[src/rtl/counter_run_arbiter.sv]
// Round-robin owner of a single run-length counter: grants one requester,
// counts 0..limit (or until abort), pulses done, then rotates priority.
module counter_run_arbiter #(
    parameter int BITS = 8,
    parameter int NREQ = 4,
    parameter int OW   = $clog2(NREQ)
) (
    input  logic                 clk,
    input  logic                 reset,
    input  logic [NREQ-1:0]      req,
    input  logic [NREQ*BITS-1:0] len,
    input  logic                 abort,
    output logic [NREQ-1:0]      grant,
    output logic [OW-1:0]        owner,
    output logic                 busy,
    output logic                 done,
    output logic                 aborted,
    output logic [BITS-1:0]      count
);

    typedef enum logic [1:0] {
        S_IDLE = 2'd0,
        S_RUN  = 2'd1,
        S_DONE = 2'd2
    } state_t;

    state_t          state_q, state_d;
    logic [NREQ-1:0] grant_q, grant_d;
    logic [OW-1:0]   owner_q, owner_d;
    logic [OW-1:0]   last_q, last_d;
    logic [BITS-1:0] limit_q, limit_d;
    logic [BITS-1:0] count_q, count_d;
    logic            busy_q, busy_d;
    logic            done_q, done_d;
    logic            aborted_q, aborted_d;

    logic [BITS-1:0] len_arr [NREQ];
    logic [OW-1:0]   cand;
    logic [OW-1:0]   pick_idx;
    logic            pick_valid;

    generate
        for (genvar gi = 0; gi < NREQ; gi++) begin : g_len
            assign len_arr[gi] = len[gi*BITS +: BITS];
        end
    endgenerate

    // Scan offsets from the far end down so the nearest requester after
    // last_q is the final (winning) assignment; OW-bit wrap gives the modulo.
    always_comb begin
        pick_valid = 1'b0;
        pick_idx   = '0;
        cand       = '0;
        for (int i = NREQ - 1; i >= 0; i--) begin
            cand = last_q + OW'(i) + OW'(1);
            if (req[cand]) begin
                pick_valid = 1'b1;
                pick_idx   = cand;
            end
        end
    end

    always_comb begin
        state_d   = state_q;
        grant_d   = grant_q;
        owner_d   = owner_q;
        last_d    = last_q;
        limit_d   = limit_q;
        count_d   = count_q;
        busy_d    = busy_q;
        done_d    = done_q;
        aborted_d = aborted_q;
        case (state_q)
            S_IDLE: begin
                if (pick_valid) begin
                    state_d = S_RUN;
                    owner_d = pick_idx;
                    grant_d = NREQ'(1) << pick_idx;
                    limit_d = len_arr[pick_idx];
                    count_d = '0;
                    busy_d  = 1'b1;
                end
            end
            S_RUN: begin
                // Abort wins over the terminal check and freezes the count.
                if (abort) begin
                    state_d   = S_DONE;
                    done_d    = 1'b1;
                    aborted_d = 1'b1;
                end else if (count_q == limit_q) begin
                    state_d = S_DONE;
                    done_d  = 1'b1;
                end else begin
                    count_d = count_q + BITS'(1);
                end
            end
            S_DONE: begin
                state_d   = S_IDLE;
                grant_d   = '0;
                busy_d    = 1'b0;
                done_d    = 1'b0;
                aborted_d = 1'b0;
                last_d    = owner_q;
            end
            default: begin
                state_d = S_IDLE;
            end
        endcase
    end

    always_ff @(posedge clk) begin
        if (reset) begin
            state_q   <= S_IDLE;
            grant_q   <= '0;
            owner_q   <= '0;
            last_q    <= OW'(NREQ - 1);
            limit_q   <= '0;
            count_q   <= '0;
            busy_q    <= 1'b0;
            done_q    <= 1'b0;
            aborted_q <= 1'b0;
        end else begin
            state_q   <= state_d;
            grant_q   <= grant_d;
            owner_q   <= owner_d;
            last_q    <= last_d;
            limit_q   <= limit_d;
            count_q   <= count_d;
            busy_q    <= busy_d;
            done_q    <= done_d;
            aborted_q <= aborted_d;
        end
    end

    assign grant   = grant_q;
    assign owner   = owner_q;
    assign busy    = busy_q;
    assign done    = done_q;
    assign aborted = aborted_q;
    assign count   = count_q;

endmodule

[config.mk]
export PLATFORM = sky130hd
export DESIGN_NAME = counter_run_arbiter
export DESIGN_NICKNAME = d
export VERILOG_FILES = /design/src/rtl/counter_run_arbiter.sv
export SDC_FILE = /design/constraint.sdc
export NUM_CORES = 1
export LEC_CHECK = 0
export CORE_MARGIN = 2
export CORE_UTILIZATION = 35
export DETAILED_ROUTE_END_ITERATION = 7
export SLEW_MARGIN = 10
export SYNTH_ARGS = -nofsm -noshare
export SYNTH_HDL_FRONTEND = slang
export SYNTH_SLANG_ARGS = --single-unit
[constraint.sdc]
create_clock -name clk -period 2.66 [get_ports clk]
set_clock_uncertainty 0.1 [all_clocks]
set_input_delay 0.266 -clock clk [delete_from_list [all_inputs] [get_ports clk]]
set_output_delay 0.266 -clock clk [all_outputs]
set_load 0.01 [all_outputs]
==> flow_summary.yaml <==
cts:
  clock_latency_ns: 0.28
  cts_root_buf: "clkbuf_8"
  post-cts-setup-buffers: 0
  h-tree-depth: 2
  cts_resized: 0
  clk_path_buf_depth: 2
  cts_tree: "yes"
  hold_buffers: 0
  clock-sinks: 29
  cts_buffers: 5
  clk_pin_slew_worst_paths_ns: 0.06
final_layout:
  antenna-diode-count: 0
  drive_gt1_share_pct: 17.4
  syn_to_final_growth_pct: 42.5
  nets: 275
  stdcell_count: 290
power:
  ir_worst_vdd_uv: 209
  p_leak_uw: 0.000943
  powerDensity_nw_per_um2: 540
routing:
  ant_nets: 0
  dr.pass1.iters: 4
  wl_um: 4170
  drt_iter0_drc: 48
  vias: 1538
  wire_per_inst_um: 14.4
  remaining_drc_errors: 0
  post_drt_via_cell_ratio: 5.30
sta:
  max_freq_mhz: 482
  finalCritPeriodShare_pct: 78.0
  rsz0062_at_grt: "no"
  report.final.slew_viol_count: 0
  tightest_slew_ns: 0.612
  fin_crit_ns: 2.08
  setup_viol: 0
  fin_tns_setup_ns: 0
  hold_viol: 0
  slew_headroom_pct: 59.0
grt:
  grt_overflow_total: 0
  grtUsageTotal_pct: 16.8
  antenna_found_initial: 0
  grt_pass1_wl_um: 7050
  grt_pass1_vias: 1540
  grt_max_degree: 20
critical_path:
  reg2regPathDepth: 5
  rr_startpoint: "last_q[1]"
  crit_path_max_fanout: 19
  worstReg2RegEnd: "limit_q[3]"
  required_ns: 2.73
  worstSetupStartpoint: "req[1]"
  cp-end-kind: "register"
  cp-start-kind: "input pin"
  cp-endpoint: "limit_q[3]"
  ff2ff_setup_slack_ns: 0.71
  worstSetupPathType: "input pin to register"
  arrival_ns: 2.14
synthesis:
  synthFlopType: "dfxtp_1"
  synth_top_area_cell: "dfxtp_1"
  ys_seq_elements: 29
  synth_area_leaders: "dfxtp_1, mux2_4, mux2_2"
  synth_commonest_cells: "dfxtp_1, nand2_1, a21oi_1, nor2_1, mux2_2"
  yosysMostFrequentCell: "dfxtp_1"
  yosysWarnings: 0
  synth_area_per_cell_sq_um: 9.62
  synth_top_area_share_pct: 34.1
  ys_seq_area_share_pct: 34.1
  syn-cell-area_sq_um: 1700
  netlist_instances: 177
  synth_nets: 217
  yosysUniqueCellTypes: 47
  synth_edf_count: 0
  synthArstFlopShare_pct: 0
run_status:
  status: "finished clean"
floorplan:
  rows: 25
  start_util_pct: 36.3
  core_area_sq_um: 4690
  dieWidth_um: 73.8
  design.die.area_sq_um: 5440
  io_pins: 56
  die_h_um: 73.8
placement:
  hpwlAfterDp_um: 3160
  place_inst: 282
  port_buffers: 55
  gp_congestion: 0.753
hold_path:
  worstHoldStart: "grant[3]"
  worstHoldPathType: "register to register"
job:
  maxCapViolCount: 0
-- registers in the layout, summed over array words and instances (netlist names) --
name and flops:
count 8, owner 2, state_q 2, busy 1
done 1, last_q 2, aborted 1, limit_q 8
grant 4
-- cell usage in the layout, fill, tap and decap left out, types with 3 or more instances in the layout --
master           Yosys  routed
mux2_4               7       7
or3_1                4       4
mux2i_1              4       4
a221o_1              8       8
nand2b_1             6       6
xor2_1               8       8
a21oi_1             12      12
and3_1               3       3
clkdlybuf4s50_1      0      55
nand2_1             14      14
nand3_1              7       7
nor3b_1              8       8
nor2_1              11      11
dfxtp_1             29      29
a211oi_2             3       3
mux2_2               9       9
o21ai_0              3       3
clkbuf_8             0       7
-- layer usage --
layer	vias up	wire length, um	GRT usage [%]
li1	769	-	-
met1	726	1920	21.1
met2	35	2010	27.2
met3	8	157	4.53
met4	0	83	6.67
met5	-	0	0
-- worst max-delay path, cell delays in order --
cell and delay, ns:
clkdlybuf4s50_1 0.47, nor2_1 0.17, o22ai_2 0.13, nor3_4 0.21, buf_12 0.19, mux2_2 0.34, a221o_1 0.35
-- worst min path at each step --
stage	endpoint	slack [ns]	cells past startpoint
finish	grant[3]	0.37	2
global route	grant[3]	0.39	2
CTS	grant[3]	0.38	2
detailed placement	grant[3]	0.37	2
global placement	aborted	0.36	2
floorplan	count[1]	0.35	3
-- per-stage QoR --
step                      setup WS [ns]  power [uW]  instance area [sq um]  utilization (%)  hold WS, ns
after floorplan                   0.703         771                   1700                -        0.353
after global placement            0.318         914                   2330             49.6        0.363
after detailed placement          0.281         917                   2330             49.6        0.366
after CTS                         0.581        1320                   2430             51.7        0.377
after global routing              0.486        1380                   2430             51.7        0.391
final                             0.585        1310                   2430             51.7        0.371
-- power breakdown --
| group | switching (uW) | internal (uW) | total, uW |
|---|---|---|---|
| Sequential | 34.2 | 477 | 512 |
| Combinational | 182 | 210 | 392 |
| Clock | 173 | 234 | 407 |
-- layout make-up --
| type | count | area (sq um) |
|---|---|---|
| fill | 443 | 2260 |
| inverter | 3 | 11.3 |
| tap | 54 | 67.6 |
| clock buffer | 7 | 96.3 |
| clock inverter | 1 | 5.00 |
| multi-input combinational | 138 | 1070 |
| sequential | 29 | 581 |
| timing repair buffer | 58 | 598 |
-- kinds of logic (layout without fill, tap and decap cells) --
| group | Yosys count | after routing | synth area share, % |
|---|---|---|---|
| simple gates | 71 | 71 | 25.7 |
| compound gates | 36 | 36 | 16.7 |
| flops | 29 | 29 | 34.1 |
| mux | 20 | 20 | 14.5 |
| xor+xnor | 10 | 10 | 5.14 |
| buf+inv | 10 | 69 | 3.16 |
| fa+ha+maj | 1 | 1 | 0.735 |
Note: power is estimated with default switching activity, not from simulation.
